**config.mk**
```make
export PLATFORM = sky130hd
export DESIGN_NAME = imem_arbiter
export DESIGN_NICKNAME = d
export VERILOG_FILES = /design/src/rtl/imem_arb_pkg.sv /design/src/rtl/imem_arb_starve_cnt.sv /design/src/rtl/imem_arbiter.sv
export SDC_FILE = /design/constraint.sdc
export NUM_CORES = 1
export LEC_CHECK = 0
export ABC_CLOCK_PERIOD_IN_PS = 2520
export CAP_MARGIN = 20
export CORE_MARGIN = 4
export CORE_UTILIZATION = 30
export CTS_CLUSTER_DIAMETER = 80
export DETAILED_ROUTE_END_ITERATION = 10
export PLACE_DENSITY = 0.74
export REMOVE_ABC_BUFFERS = 1
export SYNTH_ARGS = -nofsm -noshare
export SYNTH_HDL_FRONTEND = slang
export SYNTH_HIERARCHICAL = 1
export SYNTH_SLANG_ARGS = --single-unit
```
**constraint.sdc**
```tcl
create_clock -name i_clock -period 2.52 [get_ports i_clock]
set_input_delay 0.252 -clock i_clock [delete_from_list [all_inputs] [get_ports i_clock]]
set_output_delay 0.252 -clock i_clock [all_outputs]
set_load 0.02 [all_outputs]
```
**src/rtl/imem_arb_pkg.sv**
```systemverilog
// Shared types and constants for the instruction-memory arbiter.
package imem_arb_pkg;

  typedef enum logic [1:0] {
    IDLE,
    BUSY,
    RESP
  } state_t;

  typedef enum logic {
    OWN_FETCH,
    OWN_LOAD
  } owner_t;

  localparam logic [31:0] NOP_INSTR = 32'h00000013;

endpackage

```
**src/rtl/imem_arb_starve_cnt.sv**
```systemverilog
// Saturating counter of loader grants won while fetch was waiting; full forces a fetch grant.
module imem_arb_starve_cnt #(
  parameter int MAX = 4
) (
  input  logic clk,
  input  logic rst_n,
  input  logic inc,
  input  logic clr,
  output logic full
);

  localparam int W = $clog2(MAX + 1);

  logic [W-1:0] cnt;

  always_ff @(posedge clk or negedge rst_n) begin
    if (!rst_n) begin
      cnt <= '0;
    end else if (clr) begin
      cnt <= '0;
    end else if (inc && !full) begin
      cnt <= cnt + 1'b1;
    end
  end

  assign full = (cnt == W'(MAX));

endmodule

```
**src/rtl/imem_arbiter.sv**
```systemverilog
// Arbitrates the single imem port between CPU fetch (read) and program loader (write).
// IMEM_ARB_TIMEOUT_EN adds a BUSY watchdog that aborts with o_error and a NOP for fetches.
module imem_arbiter
  import imem_arb_pkg::*;
#(
  parameter int ADDR_W     = 32,
  parameter int DATA_W     = 32,
  parameter int MAX_STARVE = 4,
  parameter int TIMEOUT    = 16
) (
  input  logic              i_clock,
  input  logic              i_resetn,
  input  logic              i_fetchReq,
  input  logic [ADDR_W-1:0] i_fetchAddr,
  output logic              o_fetchAck,
  output logic [DATA_W-1:0] o_fetchData,
  input  logic              i_loadReq,
  input  logic [ADDR_W-1:0] i_loadAddr,
  input  logic [DATA_W-1:0] i_loadData,
  output logic              o_loadAck,
  output logic              o_memReq,
  output logic              o_memWe,
  output logic [ADDR_W-1:0] o_memAddr,
  output logic [DATA_W-1:0] o_memWdata,
  input  logic              i_memAck,
  input  logic [DATA_W-1:0] i_memRdata,
  output logic              o_error
);

  state_t state, next_state;
  owner_t owner;
  logic   starve_full;
  logic   grant_fetch;
  logic   grant_load;
  logic   timeout;

  // Fetch wins only when alone or when the loader has used up its starvation allowance.
  assign grant_fetch = (state == IDLE) && i_fetchReq && (!i_loadReq || starve_full);
  assign grant_load  = (state == IDLE) && i_loadReq && !grant_fetch;

  imem_arb_starve_cnt #(
    .MAX (MAX_STARVE)
  ) u_starve_cnt (
    .clk   (i_clock),
    .rst_n (i_resetn),
    .inc   (grant_load && i_fetchReq),
    .clr   (grant_fetch),
    .full  (starve_full)
  );

`ifdef IMEM_ARB_TIMEOUT_EN
  localparam int TO_W = $clog2(TIMEOUT + 1);

  logic [TO_W-1:0] busy_cnt;
  logic            abort_q;

  always_ff @(posedge i_clock or negedge i_resetn) begin
    if (!i_resetn) begin
      busy_cnt <= '0;
    end else if (state == BUSY) begin
      busy_cnt <= busy_cnt + 1'b1;
    end else begin
      busy_cnt <= '0;
    end
  end

  // A real ack in the final watchdog cycle still completes normally.
  assign timeout = (state == BUSY) && !i_memAck && (busy_cnt == TO_W'(TIMEOUT - 1));

  always_ff @(posedge i_clock or negedge i_resetn) begin
    if (!i_resetn) begin
      abort_q <= 1'b0;
    end else if (state == BUSY) begin
      abort_q <= timeout;
    end
  end

  assign o_error = (state == RESP) && abort_q;
`else
  // Constant 0; referencing TIMEOUT keeps the parameter live in builds without the watchdog.
  assign timeout = (TIMEOUT < 0);
  assign o_error = 1'b0;
`endif

  always_ff @(posedge i_clock or negedge i_resetn) begin
    if (!i_resetn) begin
      state <= IDLE;
    end else begin
      state <= next_state;
    end
  end

  always_comb begin
    next_state = state;
    case (state)
      IDLE:    if (grant_fetch || grant_load) next_state = BUSY;
      BUSY:    if (i_memAck || timeout) next_state = RESP;
      RESP:    next_state = IDLE;
      default: next_state = IDLE;
    endcase
  end

  always_ff @(posedge i_clock or negedge i_resetn) begin
    if (!i_resetn) begin
      o_memReq    <= 1'b0;
      o_memWe     <= 1'b0;
      o_memAddr   <= '0;
      o_memWdata  <= '0;
      o_fetchData <= '0;
      owner       <= OWN_FETCH;
    end else if (grant_fetch || grant_load) begin
      o_memReq  <= 1'b1;
      o_memWe   <= grant_load;
      o_memAddr <= grant_load ? i_loadAddr : i_fetchAddr;
      owner     <= grant_load ? OWN_LOAD : OWN_FETCH;
      if (grant_load) begin
        o_memWdata <= i_loadData;
      end
    end else if ((state == BUSY) && i_memAck) begin
      o_memReq <= 1'b0;
      if (owner == OWN_FETCH) begin
        o_fetchData <= i_memRdata;
      end
    end else if (timeout) begin
      o_memReq <= 1'b0;
      if (owner == OWN_FETCH) begin
        o_fetchData <= DATA_W'(NOP_INSTR);
      end
    end
  end

  assign o_fetchAck = (state == RESP) && (owner == OWN_FETCH);
  assign o_loadAck  = (state == RESP) && (owner == OWN_LOAD);

endmodule
```
==> impl_metrics.sql, run 1 <==
INSERT INTO impl_metrics (metric_group, metric, value, unit) VALUES
('timing', 'grt_setup_unrepaired', 'no', ''),
('clock_network', 'clock_insertion_delay_at_the_later_pin_of_the_skew_report', '340', 'ps'),
('synth', 'syn-instance-count', '399', ''),
('place', 'port-buffer-count', '232', ''),
('min_path', 'min_from', 'i_fetchReq', ''),
('synth', 'mappedNetlistArea', '4746', 'um^2'),
('layout', 'final_layout_size_suffix_gt1_share', '11.74', '%'),
('worst_setup_path', 'worst_setup_path_start_kind', 'register', ''),
('timing', 'worst_slew_margin_rel', '61.37', '%'),
('place', 'detailed_place_hpwl', '10310', 'um'),
('synth', 'asyncSetResetFlopFracSynth', '100.0', '%'),
('pwr', 'clockPowerShare', '15.0', '%'),
('timing', 'fmax', '516.7', 'MHz'),
('timing', 'fin_crit_sh', '76.81', '%'),
('synth', 'synth.area.top_cells', 'sky130_fd_sc_hd__dfrtp_1 54%, sky130_fd_sc_hd__mux2_1 9.3%, sky130_fd_sc_hd__mux2_2 5.9%', ''),
('synth', 'synth.avg_cell_area', '11.89', 'um^2'),
('floorplan', 'row_count', '45', ''),
('grt', 'grt_start_max_net_pins', '63', ''),
('timing', 'hold_violations', '0', ''),
('pwr', 'p_leak', '2.968', 'nW'),
('worst_setup_path', 'worstPathMaxFanout', '32', ''),
('detailed_routing', 'routed_via_density', '4.694', ''),
('detailed_routing', 'vias', '3910', ''),
('floorplan', 'die_height', '133.8', 'um'),
('timing', 'period_minus_slack', '1936', 'ps'),
('clock_network', 'clock_sinks', '103', ''),
('worst_setup_path', 'cp_data_arrival_time', '2160', 'ps'),
('detailed_routing', 'ant_nets', '0', ''),
('synth', 'commonest_register_cell_after_synthesis', 'sky130_fd_sc_hd__dfrtp_1', ''),
('worst_setup_path', 'critical_path_required', '2750', 'ps'),
('timing', 'finalSetupViolations', '0', ''),
('place', 'gpl.final_weighted_congestion', '0.8136', ''),
('pwr', 'power_switching', '3.449', 'mW'),
('timing', 'slack_of_the_critical_path', '584.5', 'ps'),
('pwr', 'totalPowerFinal', '8.990', 'mW'),
('timing', 'tightestPinTransition', '579.4', 'ps'),
('synth', 'synth-warning-count', '6', ''),
('place', 'place_ws', '580.3', 'ps'),
('pwr', 'vdd_ir_drop_max', '0.4490', 'mV'),
('floorplan', 'floorplan.io_pins', '234', ''),
('clock_network', 'clockRootBuffer', 'sky130_fd_sc_hd__clkbuf_16', ''),
('grt', 'grt_use_total', '15.19', '%'),
('clock_network', 'tritoncts_clock_tree', 'yes', ''),
('pwr', 'power_density', '1194', 'nW/um^2'),
('pwr', 'seq_power_share', '33.0', '%'),
('worst_setup_path', 'worstReg2RegStart', 'u_starve_cnt/cnt[0]', ''),
('grt', 'number_of_global_route_vias_before_repair', '4111', ''),
('floorplan', 'initial_utilization', '30.88', '%'),
('pwr', 'p_comb_share', '52.0', '%'),
('timing', 'maxSlewViolCount', '0', ''),
('floorplan', 'core', '15370', 'um^2'),
('clock_network', 'num_cts_buffers', '9', ''),
('synth', 'synth_enable_flop_cells', '0', ''),
('grt', 'initial_antenna_violation_count', '1', ''),
('detailed_routing', 'drc', '0', ''),
('job', 'max_cap_violations', '0', ''),
('layout', 'final_net_count', '752', ''),
('synth', 'ys_seq_elements', '103', ''),
('worst_setup_path', 'critPathKind', 'reg -> reg', ''),
('pwr', 'power.internal', '5.540', 'mW'),
('worst_setup_path', 'critPathLaunch', 'u_starve_cnt/cnt[0]', ''),
('worst_setup_path', 'critical_path.endpoint_type', 'register', ''),
('layout', 'area.growth.synth_to_final', '58.71', '%'),
('pwr', 'switching_share', '38.37', '%'),
('status', 'run_status', 'finished clean', ''),
('floorplan', 'dieWidth', '133.8', 'um'),
('detailed_routing', 'postRouteWirelength', '13730', 'um'),
('detailed_routing', 'dr.pass1.iters', '4', ''),
('timing', 'clock-skew-final', '7.671', 'ps'),
('min_path', 'hold_class', 'in -> reg', ''),
('clock_network', 'clock_path_buffers', '2', '');
-- Yosys cell counts (all sizes together), types with 3 or more instances --
cell,count
a21oi,33
buf,13
clkbuf,23
dfrtp,103
inv,3
mux2,65
nand2,4
nand2b,35
nor2,4
o21ai,65
o2bb2ai,32
-- critical path, stage by stage, from the launching register on --
cell and delay [ps]:
sky130_fd_sc_hd__dfrtp_1 410, sky130_fd_sc_hd__inv_1 70, sky130_fd_sc_hd__ha_1 200, sky130_fd_sc_hd__and2_1 200, sky130_fd_sc_hd__nand2_1 90, sky130_fd_sc_hd__nand2_2 80
sky130_fd_sc_hd__buf_4 370, sky130_fd_sc_hd__mux2_2 390
-- kinds of logic after synthesis --
family,share of synthesized area [%]
AO/OA/AOI/OAI,17.61
adder cells (fa/ha/maj),0.5272
buffers and inverters,4.139
flip-flops,54.31
multiplexers,15.71
other,0.07902
AND/OR/NAND/NOR,7.620
-- stage by stage --
stage          hold WS (ps)  utilization, %  std cells  area [um^2]  setup TNS (ps)
5_1_grt               333.6           49.00        833         7532               0
2_1_floorplan        -43.59               -        363         4561           -3752
4_1_cts               302.8           49.00        833         7532               0
6_report              320.9           49.00        833         7532               0
3_3_place_gp          272.9           47.05        816         7232               0
3_5_place_dp          285.7           47.05        816         7232               0
-- final timing paths --
check / to / depth (start not counted) / slack, ps
min in group asynchronous: o_fetchData[0] / 2 / 440
setup / recovery: o_memWdata[0] / 7 / 580
max in group asynchronous: o_memWdata[7] / 3 / 1330
hold reg to reg: o_fetchData[16] / 1 / 490
hold / removal: o_memWe / 3 / 320
setup reg to reg: o_memWdata[0] / 7 / 580
-- layout make-up --
| class | count | area, um^2 | share of cell area, % |
|---|---|---|---|
| repair buffers | 243 | 2412 | 32.03 |
| inverters | 3 | 11.26 | 0.1495 |
| well taps | 211 | 264.0 | 3.505 |
| flip-flops and latches | 103 | 2577 | 34.22 |
| multi-input cells | 257 | 1977 | 26.25 |
| clock buffers | 10 | 239.0 | 3.173 |
| clock inverters | 6 | 51.30 | 0.6811 |
-- state kept, by name, indices dropped and copies added (netlist names) --
register and cells:
o_fetchData 32, o_memAddr 32, o_memWdata 32, u_starve_cnt/cnt 3
state 2, o_memReq 1, o_memWe 1
-- routing by layer --
metal / share of wire, % / vias up / global-route usage [%]
li1: - / 1864 / -
met1: 43 / 1830 / 20.01
met2: 46 / 198 / 24.20
met3: 9.1 / 16 / 4.201
met4: 1.4 / 2 / 5.200
met5: 0.051 / - / 0
-- repair_timing --
| item | CTS | global route |
|---|---|---|
| gates resized for setup | 0 | 0 |
| hold buffers | 1 | 0 |
| endpoints found under the hold margin | 41 | 0 |
-- power by group through the flow --
| stage | Sequential (mW) | Combinational [mW] | Clock (mW) |
|---|---|---|---|
| detailed placement | 3.01 | 4.73 | 0 |
| global placement | 2.97 | 4.63 | 0 |
| floorplan | 3.94 | 1.34 | 0 |
| CTS | 2.99 | 4.74 | 1.39 |
| finish | 2.97 | 4.67 | 1.35 |
| global route | 3.10 | 4.99 | 1.45 |
-- placed cells by master, fill, tap and decap left out, drive strengths merged, types with 2 or more instances in the layout --
| cell type | Yosys | final |
|---|---|---|
| nor2 | 4 | 4 |
| nor3b | 2 | 2 |
| clkinvlp | 0 | 3 |
| o2bb2ai | 32 | 32 |
| a21oi | 33 | 33 |
| o21ai | 65 | 65 |
| clkdlybuf4s50 | 0 | 230 |
| mux2 | 65 | 65 |
| inv | 3 | 5 |
| dfrtp | 103 | 103 |
| clkbuf | 23 | 10 |
| ha | 2 | 2 |
| or2 | 2 | 2 |
| buf | 13 | 12 |
| nand2b | 35 | 35 |
| nor2b | 2 | 2 |
| nand2 | 4 | 4 |
No activity file was read; power rests on OpenSTA's default activity.
==> run 2: changes to the inputs <==
- ABC_CLOCK_PERIOD_IN_PS: 2520 -> 1700
- PLACE_DENSITY: 0.74 -> 0.76
- clock period: 2.52 -> 1.7 ns (I/O delays scaled with it)
==> impl_metrics.sql, run 2 (synthesis gave the netlist of run 1 again) <==
INSERT INTO impl_metrics (metric_group, metric, value, unit) VALUES
('detailed_routing', 'routed_via_density', '4.821', ''),
('worst_setup_path', 'worstReg2RegEnd', 'u_starve_cnt/cnt[0]', ''),
('worst_setup_path', 'cp_data_arrival_time', '1870', 'ps'),
('place', 'detailed_place_hpwl', '10810', 'um'),
('pwr', 'seq_power_share', '32.3', '%'),
('layout', 'area.growth.synth_to_final', '63.72', '%'),
('pwr', 'clockPowerShare', '14.5', '%'),
('grt', 'grt_first_pass_wirelength', '22750', 'um'),
('floorplan', 'floorplan.io_pins', '234', ''),
('pwr', 'switching_share', '38.54', '%'),
('timing', 'period_minus_slack', '1643', 'ps'),
('status', 'run_status', 'finished clean', ''),
('pwr', 'totalPowerFinal', '13.71', 'mW'),
('grt', 'initial_antenna_violation_count', '0', ''),
('clock_network', 'worst_setup_hold_path_clk_slew', '70', 'ps'),
('clock_network', 'tritoncts_clock_tree', 'yes', ''),
('worst_setup_path', 'worst_setup_path_start_kind', 'register', ''),
('clock_network', 'clock_path_buffers', '2', ''),
('grt', 'grt_start_max_net_pins', '65', ''),
('clock_network', 'cts_htree_levels', '3', ''),
('detailed_routing', 'dr.pass1.iters', '5', ''),
('floorplan', 'initial_utilization', '30.88', '%'),
('clock_network', 'clock_sinks', '103', ''),
('worst_setup_path', 'r2r_setup_slack', '60', 'ps'),
('timing', 'timing.setup.tns', '0', 'ps'),
('job', 'max_cap_violations', '0', ''),
('min_path', 'hold_class', 'in -> async', ''),
('grt', 'number_of_global_route_vias_before_repair', '4202', ''),
('pwr', 'p_leak', '3.099', 'nW'),
('detailed_routing', 'wl_per_cell', '17.44', 'um'),
('pwr', 'power.internal', '8.423', 'mW'),
('layout', 'finalNonFillerCells', '847', ''),
('place', 'port-buffer-count', '232', ''),
('layout', 'antenna_cells', '0', ''),
('detailed_routing', 'vias', '4083', ''),
('clock_network', 'clockRootBuffer', 'sky130_fd_sc_hd__clkbuf_16', ''),
('layout', 'final_layout_size_suffix_gt1_share', '14.78', '%'),
('pwr', 'p_comb_share', '53.2', '%'),
('layout', 'most_common_library_cell_in_the_layout_ignoring_fill_and_taps', 'sky130_fd_sc_hd__clkdlybuf4s50_1', ''),
('grt', 'grt_use_total', '15.76', '%'),
('worst_setup_path', 'worstPathMaxFanout', '3', ''),
('pwr', 'power_density', '1764', 'nW/um^2'),
('detailed_routing', 'dr.first_iter.drc_count', '141', ''),
('layout', 'final_net_count', '766', ''),
('grt', 'gr-total-overflow', '0', ''),
('worst_setup_path', 'critical_path.endpoint_type', 'register', ''),
('place', 'gpl.final_weighted_congestion', '0.8076', ''),
('timing', 'timing.hold.ws', '340.9', 'ps'),
('floorplan', 'row_count', '45', ''),
('floorplan', 'die_height', '133.8', 'um'),
('pwr', 'vdd_ir_drop_max', '0.7220', 'mV'),
('clock_network', 'clock_insertion_delay_at_the_later_pin_of_the_skew_report', '340', 'ps'),
('floorplan', 'core', '15370', 'um^2'),
('timing', 'finalSetupViolations', '0', ''),
('timing', 'hold_violations', '0', ''),
('pwr', 'power_switching', '5.283', 'mW'),
('place', 'placed_cells_incl_taps', '825', ''),
('timing', 'fin_crit_sh', '96.62', '%'),
('worst_setup_path', 'worst-r2r-cell-count', '7', ''),
('layout', 'most-common-layout-cells', '228 x sky130_fd_sc_hd__clkdlybuf4s50_1, 103 x sky130_fd_sc_hd__dfrtp_1, 39 x sky130_fd_sc_hd__mux2_1', ''),
('worst_setup_path', 'critical_path_required', '1930', 'ps'),
('detailed_routing', 'ant_nets', '0', ''),
('floorplan', 'dieWidth', '133.8', 'um'),
('detailed_routing', 'drc', '0', ''),
('worst_setup_path', 'critPathLaunch', 'u_starve_cnt/cnt[0]', ''),
('worst_setup_path', 'critPathKind', 'reg -> reg', ''),
('layout', 'biggestRegsByFlops', 'o_fetchData: 32 flops, o_memAddr: 32 flops, o_memWdata: 32 flops', ''),
('worst_setup_path', 'critPathCapture', 'u_starve_cnt/cnt[0]', ''),
('clock_network', 'num_cts_buffers', '9', ''),
('timing', 'clock-skew-final', '10.10', 'ps'),
('detailed_routing', 'postRouteWirelength', '14770', 'um'),
('worst_setup_path', 'worstReg2RegStart', 'u_starve_cnt/cnt[0]', ''),
('floorplan', 'fp.dieArea', '17900', 'um^2'),
('timing', 'fmax', '608.8', 'MHz'),
('timing', 'maxSlewViolCount', '0', '');
-- run 2: cell count changes in the layout (fill, tap and decap cells not counted), moves of 2 or more --
cell,change
sky130_fd_sc_hd__buf_4,+5
sky130_fd_sc_hd__buf_12,+4
sky130_fd_sc_hd__buf_6,+3
sky130_fd_sc_hd__clkbuf_16,+2
sky130_fd_sc_hd__clkdlybuf4s50_1,-2
sky130_fd_sc_hd__clkinv_2,+2
sky130_fd_sc_hd__dlygate4sd2_1,+2
sky130_fd_sc_hd__nand2_4,+2
-- run 2: layout make-up --
cell class	count	area, um^2
Clock buffer	9	225.2
Timing Repair Buffer	257	2611
Inverter	3	11.26
Clock inverter	7	56.30
Sequential cell	103	2577
Multi-Input combinational cell	257	2024
Fill cell	1330	7601
Tap cell	211	264.0
-- run 2: critical path, cell delays in order (launching register included) --
cell	delay, ps
sky130_fd_sc_hd__dfrtp_1	360
sky130_fd_sc_hd__inv_1	50
sky130_fd_sc_hd__ha_2	180
sky130_fd_sc_hd__and2_4	180
sky130_fd_sc_hd__nand2_4	70
sky130_fd_sc_hd__and3_4	190
sky130_fd_sc_hd__a21boi_4	200
sky130_fd_sc_hd__mux2_4	310
-- run 2: repair_timing --
item	in CTS	in global routing
pin swaps	1	2
setup buffers	1	1
endpoints found under the setup margin	31	49
gates resized for setup	6	9
gates cloned	0	3
hold endpoints to repair	28	0
hold buffers	1	0
-- run 2: how the worst min path moves through the flow --
stage                     from               to  slack [ps]  cells after the start
CTS                   i_resetn  o_fetchData[11]         320                      2
floorplan             i_resetn   o_fetchData[0]        -130                      0
finish                i_resetn  o_fetchData[20]         340                      2
detailed placement    i_resetn  o_fetchData[11]         140                      1
global placement      i_resetn  o_fetchData[14]         130                      1
global route        i_fetchReq          o_memWe         340                      4
-- run 2: power by group through the flow --
stage / clock network (mW) / registers, mW / logic, mW
floorplan: 0 / 5.84 / 1.99
global placement: 0 / 4.40 / 7.03
detailed placement: 0 / 4.47 / 7.17
CTS: 2.04 / 4.44 / 7.21
global route: 2.14 / 4.58 / 7.77
finish: 1.99 / 4.43 / 7.29
-- run 2: per-stage QoR --
step | setup WS, ps | util, % | instance area (um^2)
4_1_cts | 14.72 | 49.86 | 7664
2_1_floorplan | -1241 | - | 4561
3_5_place_dp | -103.2 | 47.81 | 7350
6_report | 57.46 | 50.55 | 7770
5_1_grt | -1.633 | 50.55 | 7770
3_3_place_gp | -30.87 | 47.81 | 7350
-- run 2: layer usage --
layer / routed length [um] / GRT usage, % / vias up
met5: 0 / 0 / -
met4: 212 / 4.571 / 0
met3: 1483 / 5.476 / 17
met2: 6897 / 25.35 / 215
met1: 6178 / 20.19 / 1968
li1: - / - / 1883
==> run 3: changes to the inputs <==
- CORE_ASPECT_RATIO: unset -> 1.2
- CORE_UTILIZATION: 30 -> 37
- PLACE_DENSITY: 0.76 -> 0.88
==> impl_metrics.sql, run 3 (synthesis gave the netlist of run 1 again) <==
INSERT INTO impl_metrics (metric_group, metric, value, unit) VALUES
('worst_setup_path', 'cp_top_family', 'simple AND/OR/NAND/NOR gates', ''),
('detailed_routing', 'ant_nets', '0', ''),
('floorplan', 'fp.dieArea', '14710', 'um^2'),
('floorplan', 'initial_utilization', '37.63', '%'),
('min_path', 'hold_class', 'in -> async', ''),
('layout', 'most-common-layout-cells', '228 x sky130_fd_sc_hd__clkdlybuf4s50_1, 103 x sky130_fd_sc_hd__dfrtp_1, 39 x sky130_fd_sc_hd__mux2_1', ''),
('pwr', 'totalPowerFinal', '13.79', 'mW'),
('layout', 'most_common_library_cell_in_the_layout_ignoring_fill_and_taps', 'sky130_fd_sc_hd__clkdlybuf4s50_1', ''),
('pwr', 'p_leak', '3.096', 'nW'),
('detailed_routing', 'dr.first_iter.drc_count', '141', ''),
('job', 'max_cap_violations', '0', ''),
('floorplan', 'floorplan.io_pins', '234', ''),
('worst_setup_path', 'worst_setup_path_start_kind', 'register', ''),
('timing', 'timing.setup.tns', '-177.9', 'ps'),
('detailed_routing', 'drc', '0', ''),
('worst_setup_path', 'critical_path.max_stage_delay', '380', 'ps'),
('place', 'dpl-instance-area', '7288', 'um^2'),
('layout', 'biggestRegsByFlops', 'o_fetchData: 32 flops, o_memAddr: 32 flops, o_memWdata: 32 flops', ''),
('layout', 'final_layout_size_suffix_gt1_share', '14.51', '%'),
('clock_network', 'tritoncts_clock_tree', 'yes', ''),
('timing', 'finalSetupViolations', '21', ''),
('timing', 'fin_crit_sh', '101.3', '%'),
('place', 'port-buffer-count', '232', ''),
('grt', 'grt_use_total', '17.98', '%'),
('grt', 'grt_start_max_net_pins', '67', ''),
('layout', 'area.growth.synth_to_final', '62.56', '%'),
('place', 'detailed_place_hpwl', '10310', 'um'),
('worst_setup_path', 'worstReg2RegStart', 'u_starve_cnt/cnt[1]', ''),
('worst_setup_path', 'crit_path_top_delay_cell', 'sky130_fd_sc_hd__dfrtp_1', ''),
('clock_network', 'clockRootBuffer', 'sky130_fd_sc_hd__clkbuf_16', ''),
('worst_setup_path', 'worst-r2r-cell-count', '7', ''),
('status', 'failing_checks', 'negative setup slack', ''),
('clock_network', 'num_cts_buffers', '9', ''),
('clock_network', 'cts_htree_levels', '3', ''),
('detailed_routing', 'postRouteWirelength', '13460', 'um'),
('timing', 'hold_violations', '0', ''),
('layout', 'fillers', '990', ''),
('worst_setup_path', 'critical_path.endpoint_type', 'register', ''),
('layout', 'antenna_cells', '0', ''),
('clock_network', 'worst_setup_hold_path_clk_slew', '80', 'ps'),
('timing', 'fmax', '580.4', 'MHz'),
('worst_setup_path', 'worst_path_buffer_plus_inverter_count', '1', ''),
('worst_setup_path', 'timing.critical_path.cells', 'inv_1, ha_2, and2_4, nand2_1, and3_4, a21boi_4, mux2_4', ''),
('worst_setup_path', 'r2r_setup_slack', '-20', 'ps'),
('timing', 'maxSlewViolCount', '0', ''),
('grt', 'number_of_global_route_vias_before_repair', '4258', ''),
('status', 'run_status', 'complete, but fails checks', ''),
('worst_setup_path', 'worstPathMaxFanout', '3', ''),
('floorplan', 'core', '12610', 'um^2'),
('clock_network', 'clock_insertion_delay_at_the_later_pin_of_the_skew_report', '340', 'ps'),
('layout', 'multi_input_area', '2029', 'um^2'),
('layout', 'final_net_count', '764', ''),
('grt', 'grt_first_pass_wirelength', '21400', 'um'),
('timing', 'slack_of_the_critical_path', '-22.91', 'ps'),
('clock_network', 'clock_path_buffers', '2', ''),
('detailed_routing', 'routed_via_density', '5.049', ''),
('timing', 'period_minus_slack', '1723', 'ps'),
('pwr', 'vdd_ir_drop_max', '0.7830', 'mV'),
('grt', 'initial_antenna_violation_count', '0', ''),
('timing', 'clock-skew-final', '7.293', 'ps'),
('floorplan', 'row_count', '45', ''),
('detailed_routing', 'dr.pass1.iters', '5', ''),
('layout', 'post-route-cell-area', '7715', 'um^2'),
('worst_setup_path', 'critPathKind', 'reg -> reg', ''),
('layout', 'sequential_cell_area', '2577', 'um^2'),
('place', 'gpl.final_weighted_congestion', '0.8340', ''),
('clock_network', 'clock_sinks', '103', ''),
('floorplan', 'dieWidth', '111.4', 'um'),
('grt', 'gr-total-overflow', '0', ''),
('worst_setup_path', 'cp_data_arrival_time', '1950', 'ps'),
('pwr', 'power_density', '1787', 'nW/um^2'),
('floorplan', 'die_height', '132.1', 'um'),
('timing', 'grt_setup_unrepaired', 'yes', ''),
('detailed_routing', 'vias', '4029', ''),
('worst_setup_path', 'worstReg2RegEnd', 'u_starve_cnt/cnt[0]', ''),
('layout', 'postLayoutCoreUtil', '61.17', '%'),
('worst_setup_path', 'critical_path_required', '1920', 'ps'),
('detailed_routing', 'wl_per_cell', '16.87', 'um');
## run 3: worst max path at each step
stage	start	to	slack (ps)	cells after the start
floorplan	u_starve_cnt/cnt[0]	u_starve_cnt/cnt[1]	-1240	8
detailed placement	i_loadReq	u_starve_cnt/cnt[0]	-80	5
global route	u_starve_cnt/cnt[1]	o_memWdata[1]	-90	7
finish	u_starve_cnt/cnt[1]	u_starve_cnt/cnt[0]	-20	7
global placement	i_loadReq	u_starve_cnt/cnt[0]	-30	5
CTS	u_starve_cnt/cnt[1]	o_memWdata[26]	3	7
## run 3: what timing repair did
item	CTS	global route
endpoints found under the setup margin	37	66
endpoints found under the hold margin	26	0
hold buffers	1	0
pin swaps	0	1
gates resized for setup	10	5
setup buffers	1	4
## run 3: worst reg2reg max path, stage by stage, from the launching register on
cell,delay (ps)
sky130_fd_sc_hd__dfrtp_1,380
sky130_fd_sc_hd__inv_1,60
sky130_fd_sc_hd__ha_2,180
sky130_fd_sc_hd__and2_4,160
sky130_fd_sc_hd__nand2_1,110
sky130_fd_sc_hd__and3_4,210
sky130_fd_sc_hd__a21boi_4,190
sky130_fd_sc_hd__mux2_4,310
## run 3: area by class of cell
type,instances,area share [%]
repair buffers,255,33.36
flip-flops and latches,103,33.41
clock inverters,7,1.200
inverters,3,0.1460
multi-input cells,257,26.31
well taps,164,2.660
clock buffers,9,2.919
## run 3: layer usage
| metal | GRT usage [%] | vias up | part of all wire (%) | wire length, um |
|---|---|---|---|---|
| li1 | - | 1882 | - | - |
| met1 | 21.54 | 1901 | 40 | 5406 |
| met2 | 30.55 | 218 | 48 | 6516 |
| met3 | 5.372 | 28 | 8.8 | 1185 |
| met4 | 6.694 | 0 | 2.6 | 354 |
| met5 | 0 | - | 0 | 0 |
## run 3: power breakdown
| group | internal, mW | leakage, nW | switching, mW |
|---|---|---|---|
| Clock | 1.18 | 0.154 | 0.961 |
| Sequential | 3.70 | 1.21 | 0.728 |
| Combinational | 3.68 | 1.73 | 3.54 |
## run 3: through the flow
step,worst slack (ps),hold slack (ps),instances
3_3_place_gp,-30.57,114.6,776
2_1_floorplan,-1241,-125.6,363
3_5_place_dp,-80.82,118.6,776
5_1_grt,-93.45,320.1,798
4_1_cts,3.363,298.7,794
6_report,-22.91,297.6,798
